<file path="src/rtl/id_ex_decode_stage_if.sv">
// rtl/id_ex_decode_stage_if.sv - IF/ID inputs and ID/EX outputs of the decode stage
interface id_ex_decode_stage_if;
   // Upstream fetch side and pipeline control
   logic        IF_VALID;
   logic [31:0] INSTRUCTION;
   logic [31:0] PC_IN;
   logic        STALL_IN;
   logic        FLUSH;
   logic        LOAD_USE_STALL;

   // Registered ID/EX contents toward the EX stage
   logic        EX_VALID;
   logic [4:0]  ALU_OPCODE;
   logic [31:0] IMM;
   logic [4:0]  RS1_ADDR;
   logic [4:0]  RS2_ADDR;
   logic [4:0]  RD_ADDR;
   logic [31:0] PC_OUT;
   logic        ALU_SRC_IMM;
   logic        ALU_SRC_PC;
   logic        REG_WRITE_EN;
   logic        MEM_READ;
   logic        MEM_WRITE;
   logic        BRANCH;
   logic        JUMP;
   logic [2:0]  MEM_FUNCT3;
   logic        ILLEGAL;

   modport master (
      output IF_VALID, INSTRUCTION, PC_IN, STALL_IN, FLUSH,
      input  LOAD_USE_STALL, EX_VALID, ALU_OPCODE, IMM, RS1_ADDR, RS2_ADDR, RD_ADDR,
             PC_OUT, ALU_SRC_IMM, ALU_SRC_PC, REG_WRITE_EN, MEM_READ, MEM_WRITE,
             BRANCH, JUMP, MEM_FUNCT3, ILLEGAL
   );

   modport slave (
      input  IF_VALID, INSTRUCTION, PC_IN, STALL_IN, FLUSH,
      output LOAD_USE_STALL, EX_VALID, ALU_OPCODE, IMM, RS1_ADDR, RS2_ADDR, RD_ADDR,
             PC_OUT, ALU_SRC_IMM, ALU_SRC_PC, REG_WRITE_EN, MEM_READ, MEM_WRITE,
             BRANCH, JUMP, MEM_FUNCT3, ILLEGAL
   );
endinterface

</file>
<file path="src/rtl/id_ex_decode_stage.sv">
// rtl/id_ex_decode_stage.sv - RV32IM instruction decode and ID/EX pipeline register
module id_ex_decode_stage #(
   parameter int unsigned XLEN       = 32,
   parameter logic [4:0]  NOP_OPCODE = 5'd0
) (
   input logic                 CLK,
   input logic                 RESET,
   id_ex_decode_stage_if.slave bus
);

   localparam logic [6:0] OPC_LUI    = 7'b0110111;
   localparam logic [6:0] OPC_AUIPC  = 7'b0010111;
   localparam logic [6:0] OPC_JAL    = 7'b1101111;
   localparam logic [6:0] OPC_JALR   = 7'b1100111;
   localparam logic [6:0] OPC_BRANCH = 7'b1100011;
   localparam logic [6:0] OPC_LOAD   = 7'b0000011;
   localparam logic [6:0] OPC_STORE  = 7'b0100011;
   localparam logic [6:0] OPC_OPIMM  = 7'b0010011;
   localparam logic [6:0] OPC_OP     = 7'b0110011;

   localparam logic [4:0] ALU_ADD  = 5'd0;
   localparam logic [4:0] ALU_SUB  = 5'd1;
   localparam logic [4:0] ALU_SLL  = 5'd2;
   localparam logic [4:0] ALU_SRL  = 5'd3;
   localparam logic [4:0] ALU_SRA  = 5'd4;
   localparam logic [4:0] ALU_SLT  = 5'd5;
   localparam logic [4:0] ALU_SLTU = 5'd6;
   localparam logic [4:0] ALU_AND  = 5'd7;
   localparam logic [4:0] ALU_OR   = 5'd8;
   localparam logic [4:0] ALU_XOR  = 5'd9;
   localparam logic [4:0] ALU_MUL  = 5'd10;

   localparam logic [6:0] F7_BASE = 7'b0000000;
   localparam logic [6:0] F7_ALT  = 7'b0100000;
   localparam logic [6:0] F7_MUL  = 7'b0000001;

   typedef struct packed {
      logic            valid;
      logic [4:0]      alu_op;
      logic [XLEN-1:0] imm;
      logic [4:0]      rs1;
      logic [4:0]      rs2;
      logic [4:0]      rd;
      logic [XLEN-1:0] pc;
      logic            src_imm;
      logic            src_pc;
      logic            reg_wr;
      logic            mem_rd;
      logic            mem_wr;
      logic            branch;
      logic            jump;
      logic [2:0]      funct3;
      logic            illegal;
   } idex_t;

   idex_t q;
   idex_t dec;
   idex_t cap;
   idex_t bubble;
   logic  legal;
   logic  rs1_used;
   logic  rs2_used;
   logic  load_use;
   logic [4:0] base_op;

   logic [XLEN-1:0] inst;
   logic [6:0]      opcode;
   logic [4:0]      rd;
   logic [2:0]      f3;
   logic [4:0]      rs1;
   logic [4:0]      rs2;
   logic [6:0]      f7;
   logic [XLEN-1:0] imm_i, imm_s, imm_b, imm_u, imm_j, imm_sh;

   assign inst   = bus.INSTRUCTION;
   assign opcode = inst[6:0];
   assign rd     = inst[11:7];
   assign f3     = inst[14:12];
   assign rs1    = inst[19:15];
   assign rs2    = inst[24:20];
   assign f7     = inst[31:25];

   assign imm_i  = {{20{inst[31]}}, inst[31:20]};
   assign imm_s  = {{20{inst[31]}}, inst[31:25], inst[11:7]};
   assign imm_b  = {{19{inst[31]}}, inst[31], inst[7], inst[30:25], inst[11:8], 1'b0};
   assign imm_u  = {inst[31:12], 12'b0};
   assign imm_j  = {{11{inst[31]}}, inst[31], inst[19:12], inst[20], inst[30:21], 1'b0};
   assign imm_sh = {27'b0, inst[24:20]};

   // Base integer op selected by funct3, shared by OP and OP-IMM
   always_comb begin
      base_op = ALU_ADD;
      case (f3)
         3'b000:  base_op = ALU_ADD;
         3'b001:  base_op = ALU_SLL;
         3'b010:  base_op = ALU_SLT;
         3'b011:  base_op = ALU_SLTU;
         3'b100:  base_op = ALU_XOR;
         3'b101:  base_op = ALU_SRL;
         3'b110:  base_op = ALU_OR;
         default: base_op = ALU_AND;
      endcase
   end

   // Full instruction decode; legal drops for unknown opcodes or bad field combos
   always_comb begin
      dec        = '0;
      legal      = 1'b1;
      dec.valid  = 1'b1;
      dec.alu_op = ALU_ADD;
      dec.rs1    = rs1;
      dec.rs2    = rs2;
      dec.rd     = rd;
      dec.pc     = bus.PC_IN;
      case (opcode)
         OPC_LUI: begin
            dec.rs1 = '0; dec.imm = imm_u; dec.src_imm = 1'b1; dec.reg_wr = 1'b1;
         end
         OPC_AUIPC: begin
            dec.imm = imm_u; dec.src_pc = 1'b1; dec.src_imm = 1'b1; dec.reg_wr = 1'b1;
         end
         OPC_JAL: begin
            dec.imm = imm_j; dec.src_pc = 1'b1; dec.src_imm = 1'b1;
            dec.jump = 1'b1; dec.reg_wr = 1'b1;
         end
         OPC_JALR: begin
            legal = (f3 == 3'b000);
            dec.imm = imm_i; dec.src_imm = 1'b1; dec.jump = 1'b1; dec.reg_wr = 1'b1;
         end
         OPC_BRANCH: begin
            legal = (f3 != 3'b010) && (f3 != 3'b011);
            dec.alu_op = ALU_SUB; dec.imm = imm_b; dec.branch = 1'b1; dec.funct3 = f3;
         end
         OPC_LOAD: begin
            legal = (f3 == 3'b000) || (f3 == 3'b001) || (f3 == 3'b010) ||
                    (f3 == 3'b100) || (f3 == 3'b101);
            dec.imm = imm_i; dec.src_imm = 1'b1; dec.mem_rd = 1'b1;
            dec.reg_wr = 1'b1; dec.funct3 = f3;
         end
         OPC_STORE: begin
            legal = (f3 <= 3'b010);
            dec.imm = imm_s; dec.src_imm = 1'b1; dec.mem_wr = 1'b1; dec.funct3 = f3;
         end
         OPC_OPIMM: begin
            dec.alu_op = base_op; dec.imm = imm_i; dec.src_imm = 1'b1; dec.reg_wr = 1'b1;
            if (f3 == 3'b001) begin
               legal   = (f7 == F7_BASE);
               dec.imm = imm_sh;
            end else if (f3 == 3'b101) begin
               legal   = (f7 == F7_BASE) || (f7 == F7_ALT);
               dec.imm = imm_sh;
               if (f7 == F7_ALT) dec.alu_op = ALU_SRA;
            end
         end
         OPC_OP: begin
            dec.reg_wr = 1'b1;
            if (f7 == F7_BASE) begin
               dec.alu_op = base_op;
            end else if (f7 == F7_ALT) begin
               legal      = (f3 == 3'b000) || (f3 == 3'b101);
               dec.alu_op = (f3 == 3'b000) ? ALU_SUB : ALU_SRA;
            end else if (f7 == F7_MUL) begin
               dec.alu_op = ALU_MUL + {2'b00, f3};
            end else begin
               legal = 1'b0;
            end
         end
         default: legal = 1'b0;
      endcase
      if (rd == 5'd0) dec.reg_wr = 1'b0;
   end

   // Bubble pattern: nothing valid, ALU idles on the NOP opcode
   always_comb begin
      bubble        = '0;
      bubble.alu_op = NOP_OPCODE;
   end

   // Value written on a capture: decoded fields, or a bubble flagged illegal
   always_comb begin
      cap = bubble;
      if (legal) cap = dec;
      else       cap.illegal = 1'b1;
   end

   // Load in EX whose destination is a source of the instruction now in ID
   always_comb begin
      rs1_used = !((opcode == OPC_LUI) || (opcode == OPC_AUIPC) || (opcode == OPC_JAL));
      rs2_used = (opcode == OPC_OP) || (opcode == OPC_STORE) || (opcode == OPC_BRANCH);
      load_use = bus.IF_VALID && q.valid && q.mem_rd && (q.rd != 5'd0) &&
                 ((rs1_used && (rs1 == q.rd)) || (rs2_used && (rs2 == q.rd)));
   end

   // ID/EX register: flush beats stall, stall holds, hazard or idle inserts a bubble
   always_ff @(posedge CLK) begin
      if (!RESET) begin
         q <= bubble;
      end else if (bus.FLUSH) begin
         q <= bubble;
      end else if (!bus.STALL_IN) begin
         if (load_use)          q <= bubble;
         else if (bus.IF_VALID) q <= cap;
         else                   q <= bubble;
      end
   end

   assign bus.LOAD_USE_STALL = load_use;
   assign bus.EX_VALID       = q.valid;
   assign bus.ALU_OPCODE     = q.alu_op;
   assign bus.IMM            = q.imm;
   assign bus.RS1_ADDR       = q.rs1;
   assign bus.RS2_ADDR       = q.rs2;
   assign bus.RD_ADDR        = q.rd;
   assign bus.PC_OUT         = q.pc;
   assign bus.ALU_SRC_IMM    = q.src_imm;
   assign bus.ALU_SRC_PC     = q.src_pc;
   assign bus.REG_WRITE_EN   = q.reg_wr;
   assign bus.MEM_READ       = q.mem_rd;
   assign bus.MEM_WRITE      = q.mem_wr;
   assign bus.BRANCH         = q.branch;
   assign bus.JUMP           = q.jump;
   assign bus.MEM_FUNCT3     = q.funct3;
   assign bus.ILLEGAL        = q.illegal;

endmodule

</file>
<file path="src/flat_wrapper.sv">
// flat-port wrapper written by rule: the top's interface ports become plain ports
module id_ex_decode_stage_flat 
#(
   parameter int unsigned XLEN       = 32,
   parameter logic [4:0]  NOP_OPCODE = 5'd0
)
  (CLK, RESET, bus_IF_VALID, bus_INSTRUCTION, bus_PC_IN, bus_STALL_IN, bus_FLUSH, bus_LOAD_USE_STALL, bus_EX_VALID, bus_ALU_OPCODE, bus_IMM, bus_RS1_ADDR, bus_RS2_ADDR, bus_RD_ADDR, bus_PC_OUT, bus_ALU_SRC_IMM, bus_ALU_SRC_PC, bus_REG_WRITE_EN, bus_MEM_READ, bus_MEM_WRITE, bus_BRANCH, bus_JUMP, bus_MEM_FUNCT3, bus_ILLEGAL);
  id_ex_decode_stage_if bus_i ();
  input logic CLK;
  input logic RESET;
  input wire logic [$bits(bus_i.IF_VALID)-1:0] bus_IF_VALID;
  input wire logic [$bits(bus_i.INSTRUCTION)-1:0] bus_INSTRUCTION;
  input wire logic [$bits(bus_i.PC_IN)-1:0] bus_PC_IN;
  input wire logic [$bits(bus_i.STALL_IN)-1:0] bus_STALL_IN;
  input wire logic [$bits(bus_i.FLUSH)-1:0] bus_FLUSH;
  output wire logic [$bits(bus_i.LOAD_USE_STALL)-1:0] bus_LOAD_USE_STALL;
  output wire logic [$bits(bus_i.EX_VALID)-1:0] bus_EX_VALID;
  output wire logic [$bits(bus_i.ALU_OPCODE)-1:0] bus_ALU_OPCODE;
  output wire logic [$bits(bus_i.IMM)-1:0] bus_IMM;
  output wire logic [$bits(bus_i.RS1_ADDR)-1:0] bus_RS1_ADDR;
  output wire logic [$bits(bus_i.RS2_ADDR)-1:0] bus_RS2_ADDR;
  output wire logic [$bits(bus_i.RD_ADDR)-1:0] bus_RD_ADDR;
  output wire logic [$bits(bus_i.PC_OUT)-1:0] bus_PC_OUT;
  output wire logic [$bits(bus_i.ALU_SRC_IMM)-1:0] bus_ALU_SRC_IMM;
  output wire logic [$bits(bus_i.ALU_SRC_PC)-1:0] bus_ALU_SRC_PC;
  output wire logic [$bits(bus_i.REG_WRITE_EN)-1:0] bus_REG_WRITE_EN;
  output wire logic [$bits(bus_i.MEM_READ)-1:0] bus_MEM_READ;
  output wire logic [$bits(bus_i.MEM_WRITE)-1:0] bus_MEM_WRITE;
  output wire logic [$bits(bus_i.BRANCH)-1:0] bus_BRANCH;
  output wire logic [$bits(bus_i.JUMP)-1:0] bus_JUMP;
  output wire logic [$bits(bus_i.MEM_FUNCT3)-1:0] bus_MEM_FUNCT3;
  output wire logic [$bits(bus_i.ILLEGAL)-1:0] bus_ILLEGAL;
  assign bus_i.IF_VALID = bus_IF_VALID;
  assign bus_i.INSTRUCTION = bus_INSTRUCTION;
  assign bus_i.PC_IN = bus_PC_IN;
  assign bus_i.STALL_IN = bus_STALL_IN;
  assign bus_i.FLUSH = bus_FLUSH;
  assign bus_LOAD_USE_STALL = bus_i.LOAD_USE_STALL;
  assign bus_EX_VALID = bus_i.EX_VALID;
  assign bus_ALU_OPCODE = bus_i.ALU_OPCODE;
  assign bus_IMM = bus_i.IMM;
  assign bus_RS1_ADDR = bus_i.RS1_ADDR;
  assign bus_RS2_ADDR = bus_i.RS2_ADDR;
  assign bus_RD_ADDR = bus_i.RD_ADDR;
  assign bus_PC_OUT = bus_i.PC_OUT;
  assign bus_ALU_SRC_IMM = bus_i.ALU_SRC_IMM;
  assign bus_ALU_SRC_PC = bus_i.ALU_SRC_PC;
  assign bus_REG_WRITE_EN = bus_i.REG_WRITE_EN;
  assign bus_MEM_READ = bus_i.MEM_READ;
  assign bus_MEM_WRITE = bus_i.MEM_WRITE;
  assign bus_BRANCH = bus_i.BRANCH;
  assign bus_JUMP = bus_i.JUMP;
  assign bus_MEM_FUNCT3 = bus_i.MEM_FUNCT3;
  assign bus_ILLEGAL = bus_i.ILLEGAL;
  id_ex_decode_stage #(.XLEN(XLEN), .NOP_OPCODE(NOP_OPCODE)) u_core (.CLK(CLK), .RESET(RESET), .bus(bus_i));
endmodule
</file>
<file path="config.mk">
export PLATFORM = sky130hd
export DESIGN_NAME = id_ex_decode_stage_flat
export DESIGN_NICKNAME = d
export VERILOG_FILES = /design/src/rtl/id_ex_decode_stage_if.sv /design/src/rtl/id_ex_decode_stage.sv /design/src/flat_wrapper.sv
export SDC_FILE = /design/constraint.sdc
export NUM_CORES = 1
export LEC_CHECK = 0
export BUFFER_PORTS_ARGS = -buffer_cell sky130_fd_sc_hd__buf_2
export CAP_MARGIN = 25
export CORE_MARGIN = 2
export CORE_UTILIZATION = 52
export CTS_CLUSTER_DIAMETER = 30
export CTS_CLUSTER_SIZE = 12
export DETAILED_ROUTE_END_ITERATION = 10
export PLACE_DENSITY = 0.85
export SLEW_MARGIN = 20
export SYNTH_ARGS = -nofsm -noshare
export SYNTH_HDL_FRONTEND = slang
export SYNTH_SLANG_ARGS = --single-unit
export TNS_END_PERCENT = 20
</file>
<file path="constraint.sdc">
create_clock -name CLK -period 5.2 [get_ports CLK]
set_clock_uncertainty 0.2 [all_clocks]
set_input_delay 0.78 -clock CLK [delete_from_list [all_inputs] [get_ports CLK]]
set_output_delay 0.78 -clock CLK [all_outputs]
set_load 0.005 [all_outputs]
</file>
Word level (Yosys, flattened, before mapping) --
Cells that the tools add are included. Widths: inputs -> output; s select.
Cells by class: equality and inequality tests 21, reductions and logical operators 32, bitwise logic cells 1, $lt $le $gt $ge 1, add/subtract/negate cells 1, muxes and demuxes 31
Operators by type and width (number):
- $mux 96 | 2
- $pmux 32 s6 | 1
- $mux 95 | 1
- $mux 36 | 1
- $mux 32 | 1
- $eq 7x6->1 const B | 4
- $pmux 4 s7 | 1
- $mux 5 | 5
- $eq 7x7->1 const B | 3
- $pmux 5 s3 | 1
- $eq 7x5->1 const B | 2
- $mux 1 | 14
- $reduce_or 7->1 | 2
- $logic_or 1x1->1 | 11
- $eq 5x5->1 | 2
- $reduce_or 2->1 | 5
- $eq 3x3->1 const B | 3
- $eq 7x1->1 const B | 1
- $eq 7x2->1 const B | 1
- $logic_and 1x1->1 | 7
- $logic_not 7->1 | 1
- $pmux 1 s7 | 1
- $eq 3x2->1 const B | 2
- $mux 3 | 2
- other kinds (11) | 13
Word-level totals: register bits 96, input port bits 69, output and inout port bits 97, word-level logic and storage cells 103

Longest topological paths before layout --
Gate-level depths: netlist of run 1.
depth after elaboration 9, gate-level depth with buffers 10, gate-level depth less buffers 7

Least setup slack after synthesis of run 1 --
Ideal clock, no wire load.
path kind input -> register, start point input port bus_INSTRUCTION[14], end point register u_core.q, in the netlist u_core.bus.ALU_OPCODE[4], library setup time 0.117 ns, buffers on the path 3, required time 4.883 ns, data arrival time 2.730 ns, stages 10, setup slack 2.152 ns, path through clkbuf_1 > inv_1 > ha_1 > o2111ai_1 > o2111ai_1 > or3_4 > and4_1 > buf_4 > buf_4 > a32o_1
On the way: longest elaborated chain between the ends 9, elaborated cells between the ends (all ways) 27, those cells by class add/sub (1); order compare (1); eq/ne (6); mux (12); reduce/logical (7)
Ends and longest elaborated chain:
- start: declaration | RTL line flat_wrapper.sv:12 | input wire logic [$bits(bus_i.INSTRUCTION)-1:0] bus_INSTRUCTION;
- parallel branches: the longest is 6 deep, another holds $add 4x3->5
- $mux 95 * | RTL line id_ex_decode_stage.sv:182 | if (legal) cap = dec;
- $mux 96 * | RTL line id_ex_decode_stage.sv:202 | else if (bus.IF_VALID) q <= cap;
- $mux 96 * | RTL line id_ex_decode_stage.sv:201 | if (load_use) q <= bubble;
- end signal: assignment | RTL line id_ex_decode_stage.sv:201
- end signal: assignment | RTL line id_ex_decode_stage.sv:202
- end signal: assignment | RTL line id_ex_decode_stage.sv:203 | else q <= bubble;
- end: declaration | RTL line id_ex_decode_stage.sv:56 | idex_t q;
Every way passes the cells marked *. A chain may end at the register's enable or synchronous reset.

Worst setup path after layout of run 1 --
start point input port bus_INSTRUCTION[3], end point register u_core.q, in the netlist u_core.bus.RS1_ADDR[1]
On the way: longest elaborated chain between the ends 8, elaborated cells between the ends (all ways) 24, those cells by class eq/ne (9); mux (5); reduce/logical (10)
Ends and longest elaborated chain (RTL line):
- parallel branches: the longest is 7 deep, another holds $mux 96
- $mux 96 * | id_ex_decode_stage.sv:201
Marks and branches as above.

==> summary.md, run 1 <==
| Metric | Value |
|---|---|
| Post-synth ARST share | 0% |
| Hold Fails Final Rpt | 0 |
| Synth top cells by count | dfxtp_1 (96), nand2_1 (65), o21ai_0 (45) |
| Post-synth EDFFs | 0 |
| TNS Setup | 0 ns |
| Resize count post-CTS | 0 |
| Nets | 665 |
| TritonCTS buffer count | 9 |
| Fin cells | 701 |
| DRC marker count from the first detailed-route iteration | 208 |
| Hold-fix buffers, CTS | 0 |
| Post-synth top flop | dfxtp_1 |
| Slew headroom | 37.5% |
| Crit. End Element | flip-flop |
| Hold wc startpoint | u_core.bus.IMM[31] |
| Slew Limit Fails | 0 |
| Most frequent cell after synthesis | dfxtp_1 |
| Status | finished, final reports clean |
| Leading post-synthesis cells by cell area | dfxtp_1 (48%), a22o_1 (9.1%), nand2_1 (6.1%), o21ai_0 (5.6%), a21oi_1 (3.5%) |
| Share of the synthesized area in the top cell type | 47.7% |
| PortBufs | 165 |
| Pleak | 2.28 nW |
| Startpoint Class | primary input |
| Yosys Warn Count | 0 |
| Fillers | 650 |
| Min Tclk post-route | 3.54 ns |
| Post-Syn Nets | 518 |
| Synth Register Bits | 96 |
| Highest Clock Rate | 0.282 GHz |
| Area growth syn-to-layout | 25.6% |
| Synth area leader | dfxtp_1 |
| Number of global-route vias before repair | 3830 |
| I/O Pins | 166 |
| Routed len/inst | 18.0 µm |
| Pre-CTS setup slack | 1.32 ns |
| TritonCTS clock tree | done |
| Reg2reg end | u_core.bus.RS1_ADDR[1] |
| Highest ir drop seen on vdd | 0.134 mV |
| Worst-margin pin slew | 0.934 ns |
| GRT Total Usage | 29.2% |
| Routed vias | 4117 |
| Setup-failing EPs final | 0 |
| FF-to-FF Start | u_core.bus.RD_ADDR[0] |
| Synthesized instance count | 447 |
| Hold path depth | 2 |
| Detail-routed via count per cell | 5.87 |
| # Post-CTS Setup Buffers | 0 |
| Initial antenna violation count | 0 |
| Final HPWL DP | 9520 µm |
| Placed cells | 685 |
| Pin count of the biggest net entering global routing | 49 |
| Worst-path maximum fanout | 29 |
| Initial core utilization | 53.0% |
| Worst reg2reg path depth | 7 |
| Ant diodes | 0 |
| Crit path kind | primary input to flip-flop |
| Row count | 32 |
| Max Cap Viol | 0 |
| Cell area after synthesis | 0.00403 mm² |
| DR pass1 iterations | 5 |
| Core area | 0.00761 mm² |
| Die X | 92.0 µm |
| Mean Syn Cell Area | 9.02 µm² |
| Unrepaired setup endpoints after global routing | false |
| Hold Path Class | flip-flop to flip-flop |
| Clk root buf | clkbuf_8 |
| Final Cycle Share | 68.1% |
| Clk slew on worst S/H paths | 0.10 ns |
| Longest Clk Path Bufs | 2 |
| Reg2reg setup slack | 2.53 ns |
| DRC | 0 |
| Final worst setup slack | 1.66 ns |
| Worst EP arrival | 3.65 ns |
| Layout cells sized above 1 | 32.1% |
| Final wirelength | 12600 µm |
| Crit path required time | 5.31 ns |
| Clock sinks | 96 |
| First-pass GRT wire length | 19400 µm |
| H-tree Lvls | 3 |
| RD Place Congestion | 0.907 |
| Worst-skew pair later-pin latency | 0.37 ns |
| Worst Hold Margin | 0.263 ns |
| Unique masters post-synth | 56 |
| Gr ovfl total | 0 |
| Post-synthesis sequential area ratio | 47.7% |
| Post-route ant nets | 0 |
| Worst hold endpoint | u_core.bus.IMM[31] |
| PwrDens | 262 mW/mm² |
| Die Area | 0.00847 mm² |
| Die H | 92.0 µm |
==> cell type report <==
| class | instances | area, µm² | area share, % |
|---|---|---|---|
| flip-flops and latches | 96 | 1920 | 38.0 |
| well taps | 102 | 128 | 2.52 |
| clock inverters | 6 | 56.3 | 1.11 |
| inverters | 7 | 26.3 | 0.519 |
| repair buffers | 169 | 856 | 16.9 |
| multi-input cells | 311 | 1940 | 38.3 |
| clock buffers | 10 | 138 | 2.72 |
==> routing by layer <==
| metal | routed length [µm] | global-route usage [%] | vias up |
|---|---|---|---|
| li1 | - | - | 1948 |
| met1 | 5300 | 37.9 | 1924 |
| met2 | 6040 | 47.4 | 216 |
| met3 | 1010 | 6.74 | 29 |
| met4 | 282 | 11.1 | 0 |
| met5 | 0 | 0 | - |
==> stage by stage <==
stage,total power [W],cell area (µm²),util (%)
after floorplan,0.000803,4030,-
after global placement,0.000857,4860,63.9
after detailed placement,0.000856,4870,64.0
after CTS,0.00133,5060,66.5
after global routing,0.00137,5060,66.5
final,0.00133,5060,66.5
==> worst max-delay path: stages <==
cell and delay (ns):
buf_2 0.20, nand4bb_1 0.46, or4_1 0.64, o2111ai_1 0.20, or3_4 0.18, and4_2 0.57
buf_4 0.40, a32o_1 0.21
==> how the worst max path moves through the flow <==
stage                                   start                        to  slack (ns)
after floorplan           bus_INSTRUCTION[14]  u_core.bus.ALU_OPCODE[4]        2.15
after global placement     bus_INSTRUCTION[3]    u_core.bus.RS1_ADDR[1]        1.43
after detailed placement   bus_INSTRUCTION[3]    u_core.bus.RS1_ADDR[3]        1.32
after CTS                  bus_INSTRUCTION[4]        bus_LOAD_USE_STALL        1.69
after global routing       bus_INSTRUCTION[4]    u_core.bus.RS1_ADDR[1]        1.49
final                      bus_INSTRUCTION[3]    u_core.bus.RS1_ADDR[1]        1.66
==> logic make-up after synthesis <==
group	count (synthesis)	synth area share, %
simple gates	136	16.7
xor+xnor	10	2.17
fa+ha+maj	2	0.621
flops	96	47.7
buf+inv	40	4.44
compound gates	162	28.1
mux	1	0.279
==> sequential cells by signal, summed over array words and instances (netlist names), 3 cells and up <==
name	count
u_core.bus.PC_OUT	32
u_core.bus.RS2_ADDR	5
u_core.bus.RS1_ADDR	5
u_core.bus.RD_ADDR	5
u_core.bus.ALU_OPCODE	5
u_core.bus.IMM	32
u_core.bus.MEM_FUNCT3	3
==> placed cells by master, fill, tap and decap left out, types with 6 or more instances in the layout <==
cell type,n
a21oi_1,28
a22o_1,42
a32o_1,12
buf_2,165
clkbuf_8,10
dfxtp_1,96
inv_1,7
nand2_1,65
nand2b_1,6
nand3_1,10
nor2_1,13
o21ai_0,45
xnor2_1,6
==> power breakdown <==
group / internal (W) / switching, W / leakage [nW]
Clock: 0.000198 / 0.000287 / 0.0973
Sequential: 0.000736 / 0.000000610 / 0.773
Combinational: 0.0000379 / 0.0000673 / 1.41
Total: 0.000972 / 0.000355 / 2.28
(Power assumes the default switching activity.)
==> run 2, diff against run 1 <==
--- a/config.mk
+++ b/config.mk
@@ -8,11 +8,11 @@
 export BUFFER_PORTS_ARGS = -buffer_cell sky130_fd_sc_hd__buf_2
 export CAP_MARGIN = 25
 export CORE_MARGIN = 2
-export CORE_UTILIZATION = 52
+export CORE_UTILIZATION = 48
 export CTS_CLUSTER_DIAMETER = 30
 export CTS_CLUSTER_SIZE = 12
 export DETAILED_ROUTE_END_ITERATION = 10
-export PLACE_DENSITY = 0.85
+export PLACE_DENSITY = 0.8
 export SLEW_MARGIN = 20
 export SYNTH_ARGS = -nofsm -noshare
 export SYNTH_HDL_FRONTEND = slang
==> constraint.sdc (replaced) <==
create_clock -name CLK -period 3.3 [get_ports CLK]
set_clock_uncertainty 0.2 [all_clocks]
set_input_delay 0.495 -clock CLK [delete_from_list [all_inputs] [get_ports CLK]]
set_output_delay 0.495 -clock CLK [all_outputs]
set_load 0.005 [all_outputs]
==> run 2 against run 1 <==
Against the previous run: register-to-register slack worse by 1.4 ns; flip-flop and latch count stayed put; via count is 0.75% higher; total power is 58% higher; sequential share of layout area is 0.74 points lower; critical path type is now primary input to primary output; largest cell class unchanged; clock-buffer cell count stayed put; critical path depth stayed put; largest power group unchanged; clock power is 58% higher; setup slack worse by 1.2 ns; critical endpoint is now bus_LOAD_USE_STALL.
==> summary.md, run 2 (synthesis gave the netlist of run 1 again) <==
| Metric | Value |
|---|---|
| Status | finished, final reports clean |
| Metal3 WL | 1250 µm |
| Final HPWL DP | 9560 µm |
| Reg2reg setup slack | 1.09 ns |
| Placed cells | 698 |
| Die X | 95.6 µm |
| PwrDens | 407 mW/mm² |
| Met2 wirelength from detailed routing | 6020 µm |
| Most used cell along the critical path | buf_2 |
| TritonCTS clock tree | done |
| RD Place Congestion | 0.959 |
| Routed len/inst | 17.8 µm |
| Detail-routed via count per cell | 5.81 |
| Startpoint Class | primary input |
| Delay of the slowest cell on the worst path | 0.34 ns |
| Fin cells | 714 |
| GRT Total Usage | 27.3% |
| DRC | 0 |
| Core area | 0.00818 mm² |
| Hold-fix buffers, CTS | 0 |
| Initial antenna violation count | 0 |
| Worst hold endpoint | u_core.bus.PC_OUT[19] |
| Worst path top cell family by delay | buffers and inverters |
| Crit. End Element | primary output |
| Final wirelength | 12700 µm |
| Met1 Routed Length | 5200 µm |
| First-pass GRT wire length | 19300 µm |
| Ant diodes | 0 |
| Die H | 95.6 µm |
| Worst Hold Margin | 0.136 ns |
| Uppermost layer routed | met4 |
| FF-to-FF Start | u_core.bus.RD_ADDR[4] |
| Worst-margin pin slew | 0.565 ns |
| Hold path depth | 2 |
| Total Power | 0.00210 W |
| Commonest non-fill, non-tap cell in the layout | buf_2 |
| Pin count of the biggest net entering global routing | 78 |
| Longest Clk Path Bufs | 2 |
| PortBufs | 165 |
| Layout cells sized above 1 | 33.0% |
| Setup-failing EPs final | 0 |
| Hold wc startpoint | bus_PC_IN[19] |
| I/O Pins | 166 |
| Final Cycle Share | 85.1% |
| Worst-skew pair later-pin latency | 0.36 ns |
| Hold Path Class | primary input to flip-flop |
| Clock sinks | 96 |
| Worst reg2reg path depth | 7 |
| Pre-CTS setup slack | 0.418 ns |
| DR pass1 iterations | 5 |
| Initial core utilization | 49.3% |
| Slew Limit Fails | 0 |
| Highest ir drop seen on vdd | 0.244 mV |
| Final worst setup slack | 0.491 ns |
| Row count | 33 |
| Number of global-route vias before repair | 3843 |
| Reg2reg end | u_core.bus.RS1_ADDR[1] |
| Min Tclk post-route | 2.81 ns |
| Crit-path slowest cell | nor4_1 |
| Slew headroom | 61.9% |
| Gr ovfl total | 0 |
| # Post-CTS Setup Buffers | 0 |
| Area growth syn-to-layout | 28.1% |
| Unrepaired setup endpoints after global routing | false |
| TNS Setup | 0 ns |
| H-tree Lvls | 3 |
| Resize count post-CTS | 0 |
| Crit path kind | primary input to primary output |
| Clk slew on worst S/H paths | 0.10 ns |
| Critical-path cell list | buf_2 -> and4b_1 -> o21a_1 -> nor4_1 -> o21ai_1 -> buf_4 -> inv_1 -> buf_2 |
| Clk root buf | clkbuf_8 |
| Crit path required time | 2.60 ns |
| DRC marker count from the first detailed-route iteration | 212 |
| Worst EP arrival | 2.11 ns |
| Routed vias | 4148 |
| Max Cap Viol | 0 |
| Hold Fails Final Rpt | 0 |
| Worst-path maximum fanout | 15 |
| Post-route ant nets | 0 |
| CP bufs+invs | 4 |
| Highest Clock Rate | 0.356 GHz |
| Nets | 675 |
| Pleak | 2.34 nW |
| Most frequent cells in the layout | buf_2 (165), dfxtp_1 (96), nand2_1 (65) |
| TritonCTS buffer count | 9 |
| Die Area | 0.00915 mm² |
[run 2: cell types whose count changed in the layout (fill, tap and decap cells not counted), sizes merged]
cell / before / now
buf: 169 / 179
clkinv: 1 / 2
clkinvlp: 1 / 0
[run 2: area by class of cell]
| type | count | area (µm²) |
|---|---|---|
| Clock buffer | 10 | 138 |
| Clock inverter | 6 | 57.6 |
| Fill cell | 750 | 3010 |
| Inverter | 7 | 26.3 |
| Multi-Input combinational cell | 311 | 1930 |
| Sequential cell | 96 | 1920 |
| Tap cell | 105 | 131 |
| Timing Repair Buffer | 179 | 956 |
[run 2: how the worst max path moves through the flow]
stage / start / end / slack [ns] / depth (start not counted)
after global placement: bus_INSTRUCTION[13] / u_core.bus.RS1_ADDR[1] / 0.44 / 9
after CTS: bus_INSTRUCTION[4] / bus_LOAD_USE_STALL / 0.53 / 8
after global routing: bus_INSTRUCTION[4] / bus_LOAD_USE_STALL / 0.39 / 8
final: bus_INSTRUCTION[4] / bus_LOAD_USE_STALL / 0.49 / 8
after floorplan: bus_INSTRUCTION[14] / u_core.bus.ALU_OPCODE[4] / 0.54 / 10
after detailed placement: bus_INSTRUCTION[26] / u_core.bus.RS1_ADDR[1] / 0.42 / 8
[run 2: through the flow]
| step | instance area [µm²] | util, % |
|---|---|---|
| 2_1_floorplan | 4030 | - |
| 3_3_place_gp | 4970 | 60.8 |
| 3_5_place_dp | 4970 | 60.8 |
| 4_1_cts | 5160 | 63.1 |
| 5_1_grt | 5160 | 63.1 |
| 6_report | 5160 | 63.1 |
[run 2: worst register-to-register path: stages (launching register included)]
cell	delay (ns)
dfxtp_1	0.46
xnor2_1	0.15
nand3_1	0.09
nor4_1	0.31
o21ai_1	0.16
and4_2	0.29
buf_12	0.19
a32o_1	0.26
[run 2: report_power, final]
group          total, W  leakage [nW]  switching [W]  internal (W)
combinational  0.000174          1.46       0.000109     0.0000642
sequential      0.00116         0.773    0.000000924       0.00116
clock          0.000769         0.101       0.000455      0.000314
total           0.00210          2.34       0.000565       0.00154
[run 2: layer usage]
layer  vias up  global-route usage (%)
li1       1964                       -
met1      1936                    35.1
met4         0                    11.0
met2       231                    45.2
met3        17                    5.22
met5         -                       0
==> run 3, diff against run 2 <==
--- a/config.mk
+++ b/config.mk
@@ -5,15 +5,16 @@
 export SDC_FILE = /design/constraint.sdc
 export NUM_CORES = 1
 export LEC_CHECK = 0
+export ABC_AREA = 1
 export BUFFER_PORTS_ARGS = -buffer_cell sky130_fd_sc_hd__buf_2
 export CAP_MARGIN = 25
-export CORE_MARGIN = 2
-export CORE_UTILIZATION = 48
+export CORE_MARGIN = 3
+export CORE_UTILIZATION = 51
 export CTS_CLUSTER_DIAMETER = 30
 export CTS_CLUSTER_SIZE = 12
 export DETAILED_ROUTE_END_ITERATION = 10
 export PLACE_DENSITY = 0.8
-export SLEW_MARGIN = 20
+export SLEW_MARGIN = 25
 export SYNTH_ARGS = -nofsm -noshare
 export SYNTH_HDL_FRONTEND = slang
 export SYNTH_SLANG_ARGS = --single-unit
==> run 3 against run 2 <==
Against the previous run: critical path depth grew 4; largest power group unchanged; synthesized cell count increased by 71%; sequential share of layout area shrank 6.0 points; cell area up 19%; non-clock buffer count is 4 lower; combinational power up 29%; synthesized area rose by 28%; largest cell class unchanged; core utilization fell by 0.10 points; first-iteration DRC count grew to 2.7 times the previous value; total power rose by 0.30%.
==> summary.md, run 3 <==
| Metric | Value |
|---|---|
| Status | finished, final reports clean |
| GR Util met1 | 37.7% |
| Crit path required time | 2.60 ns |
| DR pass1 iterations | 5 |
| Resize count post-CTS | 0 |
| Yosys Warn Count | 0 |
| PortBufs | 165 |
| Final Cycle Share | 84.1% |
| Clk slew on worst S/H paths | 0.10 ns |
| Fin cells | 1030 |
| TritonCTS buffer count | 9 |
| Post-route ant nets | 0 |
| Synthesized instance count | 766 |
| Sw frac | 28.4% |
| Synth area leader | dfxtp_1 |
| Delay of the slowest cell on the worst path | 0.28 ns |
| Routed len/inst | 15.3 µm |
| Die H | 106 µm |
| # Post-CTS Setup Buffers | 0 |
| Post-synth ARST share | 0% |
| Hold Fails Final Rpt | 0 |
| DRC | 0 |
| Final worst setup slack | 0.525 ns |
| Highest Clock Rate | 0.360 GHz |
| Hold-fix buffers, CTS | 0 |
| Worst-skew pair later-pin latency | 0.36 ns |
| Crit. End Element | primary output |
| Worst EP arrival | 2.08 ns |
| CP bufs+invs | 5 |
| Die Area | 0.0113 mm² |
| Final wirelength | 15700 µm |
| Pre-CTS setup slack | 0.547 ns |
| Final HPWL DP | 10900 µm |
| GRT Max-Usage Layer | met2 |
| TritonCTS clock tree | done |
| Cell area after synthesis | 0.00514 mm² |
| Slew Limit Fails | 0 |
| Max Cap Viol | 0 |
| Hold Path Class | primary input to flip-flop |
| First-pass GRT wire length | 25100 µm |
| Commonest non-fill, non-tap cell in the layout | nand2_1 |
| Synth top cells by count | nand2_1 (188), a21oi_1 (98), dfxtp_1 (96) |
| GR Util met2 | 39.4% |
| Fillers | 975 |
| Reg area | 0.00192 mm² |
| Sequential Power Share | 55.0% |
| Internal Pwr Total | 0.00151 W |
| H-tree Lvls | 3 |
| Unrepaired setup endpoints after global routing | false |
| Met3 GRT Util | 5.83% |
| Most frequent cell after synthesis | nand2_1 |
| Highest ir drop seen on vdd | 0.223 mV |
| Routed vias | 5779 |
| Crit path kind | primary input to primary output |
| Worst-path maximum fanout | 17 |
| Slew headroom | 49.5% |
| Pleak | 2.80 nW |
| Gr ovfl total | 0 |
| Placed cells | 1014 |
| Multi-input gate area | 0.00271 mm² |
| Number of global-route vias before repair | 5119 |
| Placed Area | 0.00598 mm² |
| Clock sinks | 96 |
| Initial core utilization | 52.6% |
| Unique masters post-synth | 25 |
| Core area | 0.00977 mm² |
| Crit-path slowest cell | nor2_4 |
| DRC marker count from the first detailed-route iteration | 569 |
| Switch Pwr | 0.000598 W |
| Area growth syn-to-layout | 19.8% |
| Nets | 963 |
| RD Place Congestion | 0.964 |
| Critical-path cell list | buf_2 -> inv_2 -> nand2_1 -> nor2_4 -> nand2_2 -> nand2_4 -> inv_2 -> nand3_2 -> nand2_1 -> nand2_2 -> inv_1 -> buf_2 |
| Initial antenna violation count | 0 |
| Post-synth EDFFs | 0 |
| Min Tclk post-route | 2.77 ns |
| Share of the synthesized area in the top cell type | 37.4% |
| Row count | 36 |
| Startpoint Class | primary input |
| Layout cells sized above 1 | 24.3% |
| Setup-failing EPs final | 0 |
| Most frequent cells in the layout | nand2_1 (187), buf_2 (165), a21oi_1 (98) |
| Detail-routed via count per cell | 5.61 |
| I/O Pins | 166 |
| Synth Register Bits | 96 |
| Clk root buf | clkbuf_8 |
| Leading post-synthesis cells by cell area | dfxtp_1 (37%), nand2_1 (14%), nand4_1 (11%), a21oi_1 (9.5%), nand3_1 (7.6%) |
| Logic pwr share | 10.6% |
| Fin area | 0.00616 mm² |
| Die X | 106 µm |
| Worst path top cell family by delay | simple AND/OR/NAND/NOR gates |
| TNS Setup | 0 ns |
| Pin count of the biggest net entering global routing | 87 |
| GRT Total Usage | 26.9% |
| Post-synth top flop | dfxtp_1 |
| Longest Clk Path Bufs | 2 |
| Post-Syn Nets | 837 |
| PwrDens | 342 mW/mm² |
| Clock network power share | 34.4% |
| Mean Syn Cell Area | 6.71 µm² |
| Worst-margin pin slew | 0.755 ns |
| Ant diodes | 0 |
| Post-synthesis sequential area ratio | 37.4% |
[run 3: final timing paths]
kind,startpoint,endpoint,slack [ns],depth (start not counted)
setup / recovery,bus_INSTRUCTION[4],bus_LOAD_USE_STALL,0.53,12
setup reg to reg,u_core.bus.RD_ADDR[2],u_core.bus.BRANCH,1.25,8
hold reg to reg,u_core.bus.IMM[6],u_core.bus.IMM[6],0.26,2
hold / removal,bus_PC_IN[26],u_core.bus.PC_OUT[26],0.19,3
[run 3: final cells by class]
cell class                 count  share of cell area (%)
clock inverter                 6                   0.873
multi-input combinational    549                    44.0
tap                          133                    2.70
inverter                      61                    3.72
clock buffer                  10                    2.07
timing repair buffer         175                    15.4
sequential                    96                    31.2
[run 3: power by group through the flow]
stage | logic (W) | registers [W] | clock network (W)
final | 0.000224 | 0.00116 | 0.000725
after global routing | 0.000244 | 0.00116 | 0.000781
after CTS | 0.000220 | 0.00116 | 0.000735
after detailed placement | 0.000219 | 0.00119 | 0
after global placement | 0.000218 | 0.00119 | 0
after floorplan | 0.000122 | 0.00119 | 0
[run 3: worst register-to-register path: stages, from the launching register on]
cell	delay [ns]
dfxtp_1	0.45
xor2_1	0.20
nor2_1	0.08
nand3_1	0.06
nand2_1	0.06
nand2_2	0.28
buf_4	0.31
nand4_1	0.18
a21oi_1	0.16
[run 3: stage by stage]
stage	hold slack [ns]	util [%]	power (W)
after floorplan	0.253	-	0.00131
after global placement	0.250	61.1	0.00141
after detailed placement	0.252	61.2	0.00141
after CTS	0.191	63.0	0.00211
after global routing	0.193	63.0	0.00219
final	0.190	63.0	0.00211
[run 3: kinds of logic (layout without fill, tap and decap cells)]
| group | count (synthesis) | count (layout) | synth area share [%] |
|---|---|---|---|
| xor gates and xnor gates | 9 | 9 | 1.53 |
| adders and majority gates | 2 | 2 | 0.487 |
| buffers and inverters | 121 | 252 | 10.1 |
| and+or+nand+nor | 411 | 411 | 38.1 |
| DFF | 96 | 96 | 37.4 |
| AOI/OAI and AO/OA | 127 | 127 | 12.4 |
[run 3: per-layer routing]
layer / share of wire [%] / routed length [µm]
met5: 0 / 0
met1: 43 / 6740
met2: 45 / 7050
met4: 3.3 / 516
met3: 9.1 / 1430
